[src/rtl/adc_pkg.sv]
// -----------------------------------------------------------------------------
// adc_pkg
// Shared definitions for the ADC voltage-monitor slice: sign-magnitude word
// layout, full-scale constant, over-voltage flag states and the
// sign-magnitude to two's-complement conversion used by every channel.
// No ports (package).
// -----------------------------------------------------------------------------
package adc_pkg;

    localparam int unsigned SM_SIGN_BIT       = 15;
    localparam int unsigned MV_W              = 16;
    localparam int          ADC_MV_FULL_SCALE = 5000;

    typedef enum logic {
        FLAG_LOW  = 1'b0,
        FLAG_HIGH = 1'b1
    } flag_state_t;

    // Negative zero (0x8000) negates a zero magnitude and therefore yields 0.
    function automatic logic signed [MV_W:0] sm_to_s17(input logic [MV_W-1:0] sm);
        logic signed [MV_W:0] mag;
        mag = {2'b00, sm[SM_SIGN_BIT-1:0]};
        return sm[SM_SIGN_BIT] ? -mag : mag;
    endfunction

endpackage

[src/rtl/adc_volt_monitor_if.sv]
// -----------------------------------------------------------------------------
// adc_volt_monitor_if
// Groups the sample, control, threshold and result signals of the voltage
// monitor.
//   master : drives sample_en, clear, volt_ch1/2, thr_hi/lo; reads results
//   slave  : the monitor; reads inputs, drives avg_ch1/2, avg_valid, over_ch1/2
// -----------------------------------------------------------------------------
interface adc_volt_monitor_if;
    import adc_pkg::*;

    logic            sample_en;
    logic            clear;
    logic [MV_W-1:0] volt_ch1;
    logic [MV_W-1:0] volt_ch2;
    logic [MV_W-1:0] thr_hi;
    logic [MV_W-1:0] thr_lo;
    logic [MV_W-1:0] avg_ch1;
    logic [MV_W-1:0] avg_ch2;
    logic            avg_valid;
    logic            over_ch1;
    logic            over_ch2;

    modport master (
        output sample_en, clear, volt_ch1, volt_ch2, thr_hi, thr_lo,
        input  avg_ch1, avg_ch2, avg_valid, over_ch1, over_ch2
    );

    modport slave (
        input  sample_en, clear, volt_ch1, volt_ch2, thr_hi, thr_lo,
        output avg_ch1, avg_ch2, avg_valid, over_ch1, over_ch2
    );

endinterface

[src/rtl/adc_avg_chan.sv]
// -----------------------------------------------------------------------------
// adc_avg_chan
// One monitor channel: sign-magnitude capture, block accumulator with
// floor-average and saturation, and a debounced hysteresis over-voltage flag.
// Ports:
//   ad_clk, rst_n  clock, async active-low reset
//   i_sample_en    capture i_volt into the stage-1 register
//   i_clear        synchronous restart (accumulator, average, flag)
//   i_acc_en       stage-1 register holds an accepted sample this cycle
//   i_last         that sample completes the block
//   i_volt         sign-magnitude mV
//   i_thr_hi/lo    signed set / release thresholds
//   o_avg          signed block average (held between blocks)
//   o_over         debounced over-threshold flag
// -----------------------------------------------------------------------------
module adc_avg_chan
    import adc_pkg::*;
#(
    parameter int unsigned AVG_LOG2 = 4,
    parameter int unsigned DEB_CNT  = 3
) (
    input  logic            ad_clk,
    input  logic            rst_n,
    input  logic            i_sample_en,
    input  logic            i_clear,
    input  logic            i_acc_en,
    input  logic            i_last,
    input  logic [MV_W-1:0] i_volt,
    input  logic [MV_W-1:0] i_thr_hi,
    input  logic [MV_W-1:0] i_thr_lo,
    output logic [MV_W-1:0] o_avg,
    output logic            o_over
);

    localparam int unsigned ACC_W = MV_W + AVG_LOG2 + 1;
    localparam logic [7:0]  DEB_LIM = 8'(DEB_CNT);
    localparam logic signed [ACC_W-1:0] SAT_MAX =
        {{(ACC_W-MV_W+1){1'b0}}, {(MV_W-1){1'b1}}};
    localparam logic signed [ACC_W-1:0] SAT_MIN =
        {{(ACC_W-MV_W+1){1'b1}}, {(MV_W-1){1'b0}}};

    logic signed [MV_W:0]    r_s;
    logic signed [ACC_W-1:0] r_acc;
    logic signed [ACC_W-1:0] w_sum;
    logic signed [ACC_W-1:0] w_shift;
    logic signed [MV_W-1:0]  w_avg;
    logic [MV_W-1:0]         r_avg;
    flag_state_t             r_state;
    flag_state_t             w_state_nxt;
    logic [7:0]              r_cnt;
    logic [7:0]              w_cnt_nxt;
    logic                    w_beyond;
    logic                    w_eval;

    // Stage 1: convert and hold the accepted sample.
    always_ff @(posedge ad_clk or negedge rst_n) begin
        if (!rst_n) begin
            r_s <= '0;
        end else if (i_sample_en && !i_clear) begin
            r_s <= sm_to_s17(i_volt);
        end
    end

    // Block sum includes the completing sample so nothing is lost on restart.
    assign w_sum   = r_acc + {{(ACC_W-MV_W-1){r_s[MV_W]}}, r_s};
    assign w_shift = w_sum >>> AVG_LOG2;
    assign w_eval  = i_acc_en && i_last;

    always_comb begin
        if (w_shift > SAT_MAX) begin
            w_avg = 16'sh7FFF;
        end else if (w_shift < SAT_MIN) begin
            w_avg = 16'sh8000;
        end else begin
            w_avg = w_shift[MV_W-1:0];
        end
    end

    // Stage 2: accumulate, publish on block completion.
    always_ff @(posedge ad_clk or negedge rst_n) begin
        if (!rst_n) begin
            r_acc <= '0;
            r_avg <= '0;
        end else if (i_clear) begin
            r_acc <= '0;
            r_avg <= '0;
        end else if (i_acc_en) begin
            if (i_last) begin
                r_acc <= '0;
                r_avg <= w_avg;
            end else begin
                r_acc <= w_sum;
            end
        end
    end

    // Flag FSM: state register.
    always_ff @(posedge ad_clk or negedge rst_n) begin
        if (!rst_n) begin
            r_state <= FLAG_LOW;
            r_cnt   <= '0;
        end else if (i_clear) begin
            r_state <= FLAG_LOW;
            r_cnt   <= '0;
        end else begin
            r_state <= w_state_nxt;
            r_cnt   <= w_cnt_nxt;
        end
    end

    // Flag FSM: next state, judged against the freshly computed average.
    always_comb begin
        w_state_nxt = r_state;
        w_cnt_nxt   = r_cnt;
        w_beyond    = 1'b0;
        if (w_eval) begin
            case (r_state)
                FLAG_LOW:  w_beyond = (w_avg > $signed(i_thr_hi));
                FLAG_HIGH: w_beyond = (w_avg < $signed(i_thr_lo));
                default:   w_beyond = 1'b0;
            endcase
            if (w_beyond) begin
                w_cnt_nxt = r_cnt + 8'd1;
                if (w_cnt_nxt == DEB_LIM) begin
                    w_state_nxt = (r_state == FLAG_LOW) ? FLAG_HIGH : FLAG_LOW;
                    w_cnt_nxt   = '0;
                end
            end else begin
                w_cnt_nxt = '0;
            end
        end
    end

    assign o_avg  = r_avg;
    assign o_over = (r_state == FLAG_HIGH);

endmodule

[src/rtl/adc_volt_monitor.sv]
// -----------------------------------------------------------------------------
// adc_volt_monitor
// Two-channel block averager with debounced over-voltage flags, downstream of
// the AD9238 voltage-conversion stage. Holds the shared sample counter and
// avg_valid generation; each channel's datapath lives in adc_avg_chan.
// Ports:
//   ad_clk  sample clock
//   rst_n   async active-low reset
//   bus     adc_volt_monitor_if.slave (sample_en, clear, volt_ch1/2,
//           thr_hi/lo in; avg_ch1/2, avg_valid, over_ch1/2 out)
// -----------------------------------------------------------------------------
module adc_volt_monitor
    import adc_pkg::*;
#(
    parameter int unsigned AVG_LOG2 = 4,
    parameter int unsigned DEB_CNT  = 3
) (
    input  logic               ad_clk,
    input  logic               rst_n,
    adc_volt_monitor_if.slave  bus
);

    logic                r_s_valid;
    logic [AVG_LOG2-1:0] r_cnt;
    logic                r_avg_valid;
    logic                w_last;

    // Counter tracks samples entering stage 2; all-ones marks the N-th.
    assign w_last = r_s_valid && (r_cnt == '1);

    always_ff @(posedge ad_clk or negedge rst_n) begin
        if (!rst_n) begin
            r_s_valid   <= 1'b0;
            r_cnt       <= '0;
            r_avg_valid <= 1'b0;
        end else if (bus.clear) begin
            r_s_valid   <= 1'b0;
            r_cnt       <= '0;
            r_avg_valid <= 1'b0;
        end else begin
            r_s_valid   <= bus.sample_en;
            r_avg_valid <= w_last;
            if (r_s_valid) begin
                r_cnt <= r_cnt + 1'b1;
            end
        end
    end

    assign bus.avg_valid = r_avg_valid;

    adc_avg_chan #(
        .AVG_LOG2 (AVG_LOG2),
        .DEB_CNT  (DEB_CNT)
    ) u_ch1 (
        .ad_clk      (ad_clk),
        .rst_n       (rst_n),
        .i_sample_en (bus.sample_en),
        .i_clear     (bus.clear),
        .i_acc_en    (r_s_valid),
        .i_last      (w_last),
        .i_volt      (bus.volt_ch1),
        .i_thr_hi    (bus.thr_hi),
        .i_thr_lo    (bus.thr_lo),
        .o_avg       (bus.avg_ch1),
        .o_over      (bus.over_ch1)
    );

    adc_avg_chan #(
        .AVG_LOG2 (AVG_LOG2),
        .DEB_CNT  (DEB_CNT)
    ) u_ch2 (
        .ad_clk      (ad_clk),
        .rst_n       (rst_n),
        .i_sample_en (bus.sample_en),
        .i_clear     (bus.clear),
        .i_acc_en    (r_s_valid),
        .i_last      (w_last),
        .i_volt      (bus.volt_ch2),
        .i_thr_hi    (bus.thr_hi),
        .i_thr_lo    (bus.thr_lo),
        .o_avg       (bus.avg_ch2),
        .o_over      (bus.over_ch2)
    );

endmodule

[src/flat_wrapper.sv]
// flat-port wrapper written by rule: the top's interface ports become plain ports
module adc_volt_monitor_flat import adc_pkg::*;
#(
    parameter int unsigned AVG_LOG2 = 4,
    parameter int unsigned DEB_CNT  = 3
)
  (ad_clk, rst_n, bus_sample_en, bus_clear, bus_volt_ch1, bus_volt_ch2, bus_thr_hi, bus_thr_lo, bus_avg_ch1, bus_avg_ch2, bus_avg_valid, bus_over_ch1, bus_over_ch2);
  adc_volt_monitor_if bus_i ();
  input  logic ad_clk;
  input  logic rst_n;
  input wire logic [$bits(bus_i.sample_en)-1:0] bus_sample_en;
  input wire logic [$bits(bus_i.clear)-1:0] bus_clear;
  input wire logic [$bits(bus_i.volt_ch1)-1:0] bus_volt_ch1;
  input wire logic [$bits(bus_i.volt_ch2)-1:0] bus_volt_ch2;
  input wire logic [$bits(bus_i.thr_hi)-1:0] bus_thr_hi;
  input wire logic [$bits(bus_i.thr_lo)-1:0] bus_thr_lo;
  output wire logic [$bits(bus_i.avg_ch1)-1:0] bus_avg_ch1;
  output wire logic [$bits(bus_i.avg_ch2)-1:0] bus_avg_ch2;
  output wire logic [$bits(bus_i.avg_valid)-1:0] bus_avg_valid;
  output wire logic [$bits(bus_i.over_ch1)-1:0] bus_over_ch1;
  output wire logic [$bits(bus_i.over_ch2)-1:0] bus_over_ch2;
  assign bus_i.sample_en = bus_sample_en;
  assign bus_i.clear = bus_clear;
  assign bus_i.volt_ch1 = bus_volt_ch1;
  assign bus_i.volt_ch2 = bus_volt_ch2;
  assign bus_i.thr_hi = bus_thr_hi;
  assign bus_i.thr_lo = bus_thr_lo;
  assign bus_avg_ch1 = bus_i.avg_ch1;
  assign bus_avg_ch2 = bus_i.avg_ch2;
  assign bus_avg_valid = bus_i.avg_valid;
  assign bus_over_ch1 = bus_i.over_ch1;
  assign bus_over_ch2 = bus_i.over_ch2;
  adc_volt_monitor #(.AVG_LOG2(AVG_LOG2), .DEB_CNT(DEB_CNT)) u_core (.ad_clk(ad_clk), .rst_n(rst_n), .bus(bus_i));
endmodule
[config.mk]
export PLATFORM = sky130hd
export DESIGN_NAME = adc_volt_monitor_flat
export DESIGN_NICKNAME = d
export VERILOG_FILES = /design/src/rtl/adc_pkg.sv /design/src/rtl/adc_volt_monitor_if.sv /design/src/rtl/adc_avg_chan.sv /design/src/rtl/adc_volt_monitor.sv /design/src/flat_wrapper.sv
export SDC_FILE = /design/constraint.sdc
export NUM_CORES = 1
export LEC_CHECK = 0
export ABC_CLOCK_PERIOD_IN_PS = 8800
export BUFFER_PORTS_ARGS = -buffer_cell sky130_fd_sc_hd__buf_2
export CELL_PAD_IN_SITES_DETAIL_PLACEMENT = 0
export CELL_PAD_IN_SITES_GLOBAL_PLACEMENT = 1
export CORE_ASPECT_RATIO = 1.1
export CORE_MARGIN = 2
export CORE_UTILIZATION = 50
export CTS_CLUSTER_DIAMETER = 80
export DETAILED_ROUTE_END_ITERATION = 8
export PLACE_DENSITY_LB_ADDON = 0.1
export RECOVER_POWER = 100
export SKIP_CTS_REPAIR_TIMING = 1
export SYNTH_ARGS = -nofsm -noshare
export SYNTH_HDL_FRONTEND = slang
export SYNTH_SLANG_ARGS = --single-unit
[constraint.sdc]
create_clock -name ad_clk -period 8.8 [get_ports ad_clk]
set_input_delay 0 -clock ad_clk [delete_from_list [all_inputs] [get_ports ad_clk]]
set_output_delay 0 -clock ad_clk [all_outputs]
set_load 0.02 [all_outputs]
# Word-level counts from Yosys, hierarchy flattened
# Index checks and enable logic that the tools add are counted.
[totals]
latch_bits = 0
input_bits = 68
memories = 0
regBits = 132
wordCells = 91
output_inout_bits = 35
ram_bits = 0
rom_bits = 0
[op_classes]
n_addsub = 7
n_mux = 44
reduce_logical = 14
order_cmp = 8
n_eq_ne = 3
n_mul = 0
shift = 0
bitwise = 2
div = 0
[ops]
columns = ["op", "count"]
rows = [
  ["16-bit two-way mux", 10],
  ["21-bit two-way mux", 6],
  ["8-bit two-way mux", 8],
  ["21-bit adder", 2],
  ["17-bit by 16-bit greater-than comparator with 1-bit output (second input constant)", 2],
  ["17-bit by 16-bit < comparator with 1-bit output (second input constant)", 2],
  ["17-bit two-way mux", 2],
  ["15-bit negation with 17-bit output", 2],
  ["16-bit greater-than comparator", 2],
  ["16-bit < comparator", 2],
  ["8-bit by 1-bit adder with 8-bit output (second input constant)", 2],
  ["8-bit by 2-bit == test with 1-bit output (second input constant)", 2],
  ["1-bit two-way mux", 14],
  ["2-bit nonzero test", 7],
  ["4-bit two-way mux", 2],
  ["3-bit AND reduction", 2],
  ["4-bit by 1-bit adder with 4-bit output (second input constant)", 1],
  ["4-bit == test (second input constant)", 1],
  ["1-bit case mux with 2 select lines", 2],
  ["1-bit logical AND", 3],
  ["1-bit NOT", 2],
  ["2-bit AND reduction", 1],
  ["1-bit zero test", 1],
]

# Depth between registers and ports, before layout
# Gate-level depths: netlist (run 1).
[depth]
word_depth = 10
mapped_depth = 21
mapped_depth_nobuf = 21

# Cells and area by module
# A second synthesis (run 1) with hierarchy kept.
[unflattened]
cells_unflattened = 1147
hier_area_um2 = 10149.7
[by_module_without_submodules]
columns = ["mod", "seq_area_each_um2", "cells_each", "area_each_um2", "instances"]
rows = [
  ["adc_avg_chan at u_core.u_ch2", 1576.5, 563, 4934.7, 1],
  ["adc_avg_chan at u_core.u_ch1", 1576.5, 562, 4922.2, 1],
  ["adc_volt_monitor", 150.1, 22, 292.8, 1],
]

# Worst setup path before layout (run 1)
# OpenSTA, ideal clock, no wires.
[synth_timing]
kind = "register to register"
from = "reg u_core.u_ch2.r_s[0]"
to = "reg u_core.u_ch2.r_cnt[6]"
setup_slack_ns = 3.705
path_stages_with_launch = 22
required_ns = 8.664
setup_time_ns = 0.136
synth_period_minus_slack_ns = 5.095
path_buffers = 1
arrival_ns = 4.959
path_cell_list = "dfrtp_1 ha_1 inv_1 fa_1 nor2b_1 o31ai_1 a21o_1 a21boi_0 or3b_1 nand3_1 buf_2 maj3_1 ha_1 and4_1 and2_0 a221oi_1 nand3_1 mux2_2 a211oi_1 a21oi_1 a31oi_2 o21ai_0"
[synth_between]
elab_chain_cells = 10
elab_cells_between_ends = 12
cone_classes = "add/sub: 1; order compare: 4; mux: 7"
[synth_lines]
columns = ["element", "line_no", "rtl"]
rows = [
  ["from (decl)", "adc_avg_chan.sv:42", "logic signed [MV_W:0] r_s;"],
  ["from (signal assigned)", "adc_avg_chan.sv:60", "r_s <= sm_to_s17(i_volt);"],
  ["21-bit adder (*)", "adc_avg_chan.sv:65", "assign w_sum = r_acc + {{(ACC_W-MV_W-1){r_s[MV_W]}}, r_s};"],
  ["17-bit by 16-bit < comparator with 1-bit output", "adc_avg_chan.sv:72", "end else if (w_shift < SAT_MIN) begin"],
  ["16-bit two-way mux", "adc_avg_chan.sv:72", ""],
  ["16-bit two-way mux (*)", "adc_avg_chan.sv:70", "if (w_shift > SAT_MAX) begin"],
  ["16-bit < comparator or 16-bit greater-than comparator (tied branches)", "adc_avg_chan.sv:119, adc_avg_chan.sv:118", ""],
  ["1-bit case mux with 2 select lines (*)", "adc_avg_chan.sv:117", "case (r_state)"],
  ["1-bit two-way mux (*)", "adc_avg_chan.sv:116", "if (w_eval) begin"],
  ["8-bit two-way mux (*)", "adc_avg_chan.sv:122", "if (w_beyond) begin"],
  ["8-bit two-way mux (*)", "adc_avg_chan.sv:116", ""],
  ["8-bit two-way mux (*)", "adc_avg_chan.sv:102", "end else if (i_clear) begin"],
  ["to (signal assigned)", "adc_avg_chan.sv:107", "r_cnt <= w_cnt_nxt;"],
  ["to (decl)", "adc_avg_chan.sv:50", "logic [7:0] r_cnt;"],
]
# Mark *: on every way between the ends. The rest lies on a longest branch, timed or not. The select of a mux whose other input is x is not followed.
# A chain may end at the register's enable or synchronous reset.

# Worst setup path after layout (run 1)
[layout_timing]
from = "reg u_core.u_ch1.r_s[0]"
to = "reg u_core.u_ch1.r_state (netlist: u_core.u_ch1.o_over)"
[layout_between]
elab_chain_cells = 9
elab_cells_between_ends = 11
cone_classes = "add/sub: 1; order compare: 4; mux: 4; reduce/logical: 2"
[layout_lines]
columns = ["element", "line_no", "rtl"]
rows = [
  ["from (decl)", "adc_avg_chan.sv:42", ""],
  ["from (signal assigned)", "adc_avg_chan.sv:60", ""],
  ["21-bit adder (*)", "adc_avg_chan.sv:65", ""],
  ["17-bit by 16-bit < comparator with 1-bit output", "adc_avg_chan.sv:72", ""],
  ["16-bit two-way mux", "adc_avg_chan.sv:72", ""],
  ["16-bit two-way mux (*)", "adc_avg_chan.sv:70", ""],
  ["16-bit < comparator or 16-bit greater-than comparator (tied branches)", "adc_avg_chan.sv:119, adc_avg_chan.sv:118", ""],
  ["1-bit case mux with 2 select lines (*)", "adc_avg_chan.sv:117", ""],
  ["1-bit two-way mux (*)", "adc_avg_chan.sv:116", ""],
  ["2-bit nonzero test (no source line) (*)", "n/a", ""],
  ["3-bit AND reduction (no source line) (*)", "n/a", ""],
  ["to (signal assigned)", "adc_avg_chan.sv:106", "r_state <= w_state_nxt;"],
  ["to (decl)", "adc_avg_chan.sv:48", "flag_state_t r_state;"],
]
# Marked as above.

==> metrics.md, run 1 <==
| Metric | Value |
|---|---|
| Final Util | 0.592 |
| Unique masters post-synth | 66 |
| Die boundary height | 151 um |
| Hold slack | -0.0966 ns |
| CTS Root Cell | clkbuf_16 |
| P_int | 0.00140 W |
| Layout cells sized above 1 | 0.0908 |
| Gr ovfl total | 0 |
| Setup CP Type | flip-flop to flip-flop |
| Yosys top cell by area | dfrtp_1 |
| Post-synthesis sequential area ratio | 0.335 |
| Routed WL per cell | 17.8 um |
| Worst Hold Class | input port to flip-flop |
| P per Cell Area | 193 mW/mm2 |
| Initial antenna violation count | 0 |
| RSZ-0062 raised after global routing | no |
| First-pass GRT wire length | 42900 um |
| Clock Skew | 0.0101 ns |
| Kind of capture point of the worst setup path | flip-flop |
| Total die area | 0.0208 mm2 |
| Post-synth top area share | 0.335 |
| Syn nets | 1303 |
| H-Tree Level Count | 4 |
| Synth warn | 0 |
| TritonCTS buffer count | 17 |
| Antenna diode count | 0 |
| Power, Total | 0.00220 W |
| Tmin final | 6.82 ns |
| Critical Path AT | 7.14 ns |
| Max-slew headroom | -1.52 |
| Switching power | 0.000802 W |
| Leak | 5.49 nW |
| Mapped Area | 0.00985 mm2 |
| Clock transition at path regs | 0.06 ns |
| WP data required | 9.12 ns |
| IO Pins | 103 |
| Most common cell in the netlist | nand2_1 |
| Routability cong. | 0.911 |
| Net Sw Frac | 0.365 |
| Post-synth top flop | dfrtp_1 |
| Maximum number of pins on one net before global-route repair | 74 |
| Area grow syn2layout | 15.5% |
| Clk buf depth | 2 |
| Crit-path max FO | 17 |
| Row count | 53 |
| Syn Inst Count | 1124 |
| Die width | 138 um |
| Placeable Area | 0.0192 mm2 |
| IO buf count | 102 |
| Fmax | 0.147 GHz |
| Initial Utilization | 0.512 |
| Top cells by count, synth | nand2_1 (141), dfrtp_1 (132), ha_1 (109) |
| Drt initial violations | 465 |
| Post-Layout Cell Count | 1503 |
| Post-synth EDFFs | 0 |
| Worst-skew pair later-pin latency | 0.43 ns |
| Clock Power Share | 0.328 |
| DR vias | 8550 |
| Type of origin of the critical path | flip-flop |
| All-Layer GR Usage | 0.268 |
| Post-DP HPWL | 20100 um |
| Peak supply drop | 0.000147 V |
| Logic pwr share | 0.363 |
| Sequential share of power | 0.309 |
| Max-slew violations | 309 |
| Worst Tran Pin Value | 3.78 ns |
| Placed cell count | 1443 |
| Async SR Flop Fraction | 1.00 |
| Synth area leaders | dfrtp_1 (34%), ha_1 (14%), nand2_1 (5.4%) |
| Detailed Route WL | 26800 um |
| Seq cells post-synth | 132 |
| Final setup TNS | 0 ns |
| Nets | 1423 |
| Syn avg cell area | 8.77 um2 |
| # setup viols final | 0 |
| Max-Cap Viols | 7 |
| Vias per cell | 5.69 |
| Final Hold Viols | 4 |
| CTS tree | built |
| DRT Pass-1 Iters | 5 |
| DR DRC count | 0 |
| CTS sink cnt | 132 |
| Fin crit share | 0.776 |
| Status | complete, but fails checks |
| Vias in the first global route | 8083 |
| Fillers | 1765 |
| Failing checks | negative hold slack, max-capacitance violations, max-slew violations |
| Post-route ant nets | 0 |
-- placed cells by master (no fill, tap or decap), types with 12 or more instances in the layout --
cell             n
a22o_1          37
dfrtp_1        132
a21oi_1         66
nor2_1          80
nand2b_1        12
dlygate4sd3_1   29
xnor2_1         24
o31ai_1         15
buf_2           66
nand2_1        141
maj3_1          28
a21o_1          33
nor3_1          32
o21ai_0         72
inv_1           64
or3_1           16
nand4_1         12
ha_1           109
clkbuf_1        40
nand3_1         26
clkbuf_16       17
xor2_1          43
-- metrics by stage --
stage | cell area, um2 | setup WS, ns
global placement | 10600 | 2.77
global route | 11400 | 1.26
floorplan | 9850 | 3.70
detailed placement | 10600 | 2.56
finish | 11400 | 1.98
CTS | 11200 | 2.56
-- sequential cells by signal (all words and copies together), names as in the netlist --
| name | cells |
|---|---|
| u_core.bus.avg_valid | 1 |
| u_core.r_cnt | 4 |
| u_core.r_s_valid | 1 |
| u_core.u_ch1.o_avg | 16 |
| u_core.u_ch1.o_over | 1 |
| u_core.u_ch1.r_acc | 21 |
| u_core.u_ch1.r_cnt | 8 |
| u_core.u_ch1.r_s | 17 |
| u_core.u_ch2.o_avg | 16 |
| u_core.u_ch2.o_over | 1 |
| u_core.u_ch2.r_acc | 21 |
| u_core.u_ch2.r_cnt | 8 |
| u_core.u_ch2.r_s | 17 |
-- worst paths after layout --
check | startpoint | to | slack [ns] | depth (start not counted)
worst min register to register | u_core.u_ch2.r_s[9] | u_core.u_ch2.r_s[9] | 0.49 | 2
worst max-delay path | u_core.u_ch1.r_s[0] | u_core.u_ch1.o_over | 1.98 | 20
min in group asynchronous | rst_n | u_core.u_ch1.o_avg[11] | 1.27 | 2
max in group asynchronous | rst_n | u_core.u_ch1.r_acc[8] | 2.66 | 3
worst max register to register | u_core.u_ch1.r_s[0] | u_core.u_ch1.o_over | 1.98 | 20
worst min-delay path | bus_volt_ch1[7] | u_core.u_ch1.r_s[7] | -0.1 | 3
-- power groups by stage --
stage | clock network [W] | logic (W) | registers [W]
5_1_grt | 0.000759 | 0.000899 | 0.000685
6_report | 0.000721 | 0.000797 | 0.000679
3_5_place_dp | 0 | 0.000783 | 0.000688
4_1_cts | 0.000728 | 0.000789 | 0.000679
2_1_floorplan | 0 | 0.000574 | 0.000677
3_3_place_gp | 0 | 0.000776 | 0.000689
-- logic make-up after synthesis --
group                      share of synthesized area
and+or+nand+nor                                0.175
AOI/OAI and AO/OA                              0.215
adders and majority gates                      0.171
DFF                                            0.335
buffers and inverters                         0.0386
xor gates and xnor gates                      0.0595
muxes                                        0.00521
-- metal layers --
layer,part of all wire,GRT usage
met2,0.45,0.420
met5,0,0
met3,0.036,0.0378
met4,0.034,0.111
met1,0.48,0.370
-- layout make-up --
class                      instances  area [um2]  area share
tap                              247         309      0.0272
clock buffer                      19         453      0.0398
timing repair buffer             138         793      0.0697
clock inverter                    12         129      0.0113
inverter                          64         240      0.0211
sequential                       132        3300       0.290
multi-input combinational        891        6150       0.541
-- critical path: stages (launching register included) --
cell and delay, ns:
dfrtp_1 0.35, ha_1 0.19, inv_1 0.06, fa_1 0.37
nand2b_1 0.18, a21oi_1 0.19, o21ai_0 0.20, nand4b_1 0.21
a31o_2 0.18, nand3_1 0.55, maj3_1 0.65, ha_1 0.33
nand3_1 0.11, o221ai_1 0.21, a21oi_1 0.11, o211ai_1 0.24
o22ai_1 0.13, or3_1 0.40, a2111oi_1 1.51, o311ai_0 0.38
o41ai_1 0.14
Note: power is estimated with default switching activity, not from simulation.
==> run 2, diff against run 1 <==
--- a/config.mk
+++ b/config.mk
@@ -5,13 +5,13 @@
 export SDC_FILE = /design/constraint.sdc
 export NUM_CORES = 1
 export LEC_CHECK = 0
-export ABC_CLOCK_PERIOD_IN_PS = 8800
+export ABC_CLOCK_PERIOD_IN_PS = 6850
 export BUFFER_PORTS_ARGS = -buffer_cell sky130_fd_sc_hd__buf_2
 export CELL_PAD_IN_SITES_DETAIL_PLACEMENT = 0
 export CELL_PAD_IN_SITES_GLOBAL_PLACEMENT = 1
 export CORE_ASPECT_RATIO = 1.1
 export CORE_MARGIN = 2
-export CORE_UTILIZATION = 50
+export CORE_UTILIZATION = 46
 export CTS_CLUSTER_DIAMETER = 80
 export DETAILED_ROUTE_END_ITERATION = 8
 export PLACE_DENSITY_LB_ADDON = 0.1
==> constraint.sdc (replaced) <==
create_clock -name ad_clk -period 6.85 [get_ports ad_clk]
set_input_delay 0 -clock ad_clk [delete_from_list [all_inputs] [get_ports ad_clk]]
set_output_delay 0 -clock ad_clk [all_outputs]
set_load 0.02 [all_outputs]
==> run 2 against run 1 <==
The flow still finishes with violations (negative hold slack, max-capacitance violations, max-slew violations). Critical path depth up 1. Final cell count is 3.1% higher. Total power up 31%. Setup slack got worse by 1.4 ns. Critical path type unchanged. Largest cell class unchanged. Highest routed layer unchanged.
==> metrics.md, run 2 (synthesis results as in run 1) <==
| Metric | Value |
|---|---|
| Tmin final | 6.27 ns (was 6.82 ns) |
| Failing checks | negative hold slack, max-capacitance violations, max-slew violations (unchanged) |
| Commonest non-fill, non-tap cell in the layout | nand2_1 (unchanged) |
| Crit-path max FO | 17 (unchanged) |
| Largest registers | u_core.u_ch1.r_acc (21), u_core.u_ch2.r_acc (21) (unchanged) |
| DR vias | 8584 (was 8550) |
| Pre-CTS WS | 0.729 ns (was 2.56 ns) |
| DRT Pass-1 Iters | 5 (unchanged) |
| Layout cells sized above 1 | 0.0913 (was 0.0908) |
| Total die area | 0.0226 mm2 (was 0.0208 mm2) |
| Fmax | 0.159 GHz (was 0.147 GHz) |
| Slowest CP cell | maj3_1 (was a2111oi_1) |
| Switching power | 0.00105 W (was 0.000802 W) |
| Placeable Area | 0.0212 mm2 (was 0.0192 mm2) |
| Post-route ant nets | 0 (unchanged) |
| Initial Utilization | 0.466 (was 0.512) |
| Antenna diode count | 0 (unchanged) |
| Critical Path Start | u_core.u_ch2.r_acc[0] (was u_core.u_ch1.r_s[0]) |
| Final WS setup | 0.579 ns (was 1.98 ns) |
| Hold slack | -0.00673 ns (was -0.0966 ns) |
| Critical path buffers and inverters | 2 (was 1) |
| IO buf count | 102 (unchanged) |
| Clock Power Share | 0.335 (was 0.328) |
| Max-slew headroom | -1.93 (was -1.52) |
| Max-slew violations | 279 (was 309) |
| Clock transition at path regs | 0.06 ns (about the same) |
| Row count | 56 (was 53) |
| Type of origin of the critical path | flip-flop (unchanged) |
| CTS Root Cell | clkbuf_16 (unchanged) |
| Net Sw Frac | 0.364 (was 0.365) |
| Logic pwr share | 0.362 (was 0.363) |
| Worst Tran Pin Value | 4.40 ns (was 3.78 ns) |
| Vias in the first global route | 8187 (was 8083) |
| IO Pins | 103 (unchanged) |
| Status | complete, but fails checks (unchanged) |
| Nets | 1426 (was 1423) |
| CTS tree | built (unchanged) |
| H-Tree Level Count | 4 (unchanged) |
| Post-DP HPWL | 20600 um (was 20100 um) |
| Critical path's largest stage delay | 0.68 ns (was 1.51 ns) |
| Routed WL per cell | 18.0 um (was 17.8 um) |
| Most frequent cells in the layout | nand2_1 (141), dfrtp_1 (132), ha_1 (109), nor2_1 (81), o21ai_0 (71) (was nand2_1 (141), dfrtp_1 (132), ha_1 (109), nor2_1 (80), o21ai_0 (72)) |
| Final setup TNS | 0 ns (unchanged) |
| Sequential share of power | 0.303 (was 0.309) |
| Worst-skew pair later-pin latency | 0.43 ns (about the same) |
| TritonCTS buffer count | 17 (unchanged) |
| All-Layer GR Usage | 0.252 (was 0.268) |
| P_int | 0.00183 W (was 0.00140 W) |
| Drt initial violations | 447 (was 465) |
| Max-Cap Viols | 6 (was 7) |
| Fin crit share | 0.915 (was 0.776) |
| Routability cong. | 0.886 (was 0.911) |
| CTS sink cnt | 132 (unchanged) |
| Detailed Route WL | 27900 um (was 26800 um) |
| Fillers | 2049 (was 1765) |
| First-pass GRT wire length | 44000 um (was 42900 um) |
| Critical Path AT | 6.55 ns (was 7.14 ns) |
| Worst reg2reg startpoint | u_core.u_ch2.r_acc[0] (was u_core.u_ch1.r_s[0]) |
| Leak | 5.52 nW (was 5.49 nW) |
| DR DRC count | 0 (unchanged) |
| CP top delay family | compound AO/OA/AOI/OAI gates (unchanged) |
| Kind of capture point of the worst setup path | flip-flop (unchanged) |
| Worst Hold Class | input port to flip-flop (unchanged) |
| Area of the multi-input gates | 0.00617 mm2 (was 0.00615 mm2) |
| Clk buf depth | 2 (unchanged) |
| Vias per cell | 5.54 (was 5.69) |
| P per Cell Area | 250 mW/mm2 (was 193 mW/mm2) |
| Die boundary height | 158 um (was 151 um) |
| Setup CP Type | flip-flop to flip-flop (unchanged) |
| Initial antenna violation count | 0 (unchanged) |
| Area grow syn2layout | 16.8% (was 15.5%) |
| Maximum number of pins on one net before global-route repair | 82 (was 74) |
| Peak supply drop | 0.000167 V (was 0.000147 V) |
| Register area | 0.00330 mm2 (unchanged) |
| Hold path startpoint | bus_volt_ch1[15] (was bus_volt_ch1[7]) |
| # setup viols final | 0 (unchanged) |
| Die width | 144 um (was 138 um) |
| WP data required | 7.13 ns (was 9.12 ns) |
| Gr ovfl total | 0 (unchanged) |
| Clock Skew | 0.0140 ns (was 0.0101 ns) |
| CP cell instances | ha_1 > inv_1 > fa_1 > nor2b_1 > o31ai_1 > a21o_1 > a21boi_0 > or3b_1 > nand3_1 > maj3_1 > ha_1 > nand4_1 > nor3_1 > o311ai_0 > nand3_1 > mux2_1 > a211oi_1 > clkbuf_1 > a21oi_1 > a31oi_2 > o21ai_0 (was ha_1 > inv_1 > fa_1 > nand2b_1 > a21oi_1 > o21ai_0 > nand4b_1 > a31o_2 > nand3_1 > maj3_1 > ha_1 > nand3_1 > o221ai_1 > a21oi_1 > o211ai_1 > o22ai_1 > or3_1 > a2111oi_1 > o311ai_0 > o41ai_1) |
| Final Hold Viols | 1 (was 4) |
| RSZ-0062 raised after global routing | no (unchanged) |
[run 2: changes by cell type in the layout (fill, tap and decap cells not counted), sizes merged]
| cell | change |
|---|---|
| dlygate4sd3 | +3 |
| bufinv | +1 |
| inv | -1 |
[run 2: routing by layer]
metal	part of all wire	GRT usage	vias up
li1	-	-	4325
met1	0.47	0.345	4061
met4	0.017	0.0742	0
met3	0.035	0.0304	23
met2	0.48	0.420	175
met5	0	0	-
[run 2: metrics by stage]
stage	power (W)	utilization	hold WS (ns)	std cells	area, um2
after global routing	0.00307	0.544	0.0455	1549	11500
after CTS	0.00288	0.532	-0.369	1517	11300
final	0.00288	0.544	-0.00673	1549	11500
after detailed placement	0.00190	0.504	0.0831	1486	10700
after floorplan	0.00161	-	-0.296	1124	9850
after global placement	0.00190	0.504	0.0910	1486	10700
[run 2: path summary, 6_finish.rpt]
check | endpoint | slack, ns | cells after the start
min in group asynchronous | u_core.u_ch1.o_avg[14] | 1.68 | 2
max | u_core.u_ch2.r_cnt[7] | 0.58 | 21
min | u_core.u_ch1.r_s[16] | -0.007 | 3
max reg2reg | u_core.u_ch2.r_cnt[7] | 0.58 | 21
min reg2reg | u_core.u_ch2.r_acc[3] | 0.49 | 2
max in group asynchronous | u_core.u_ch1.r_cnt[7] | 2.11 | 3
[run 2: power by group through the flow]
stage | clock, W | sequential (W) | combinational, W
floorplan | 0 | 0.000870 | 0.000738
global placement | 0 | 0.000885 | 0.00101
detailed placement | 0 | 0.000885 | 0.00102
CTS | 0.000980 | 0.000872 | 0.00103
global route | 0.00101 | 0.000879 | 0.00118
finish | 0.000964 | 0.000873 | 0.00104
[run 2: cell type report]
type | count | area share
sequential | 132 | 0.287
inverter | 64 | 0.0209
multi-input combinational | 891 | 0.536
timing repair buffer | 141 | 0.0716
tap | 290 | 0.0315
clock inverter | 12 | 0.0134
clock buffer | 19 | 0.0393
[run 2: worst register-to-register path: stages, from the launching register on]
cell	delay, ns
dfrtp_1	0.36
ha_1	0.20
inv_1	0.07
fa_1	0.39
nor2b_1	0.19
o31ai_1	0.12
a21o_1	0.22
a21boi_0	0.37
or3b_1	0.20
nand3_1	0.51
maj3_1	0.69
ha_1	0.36
nand4_1	0.10
nor3_1	0.35
o311ai_0	0.21
nand3_1	0.14
mux2_1	0.36
a211oi_1	0.29
clkbuf_1	0.32
a21oi_1	0.13
a31oi_2	0.39
o21ai_0	0.16
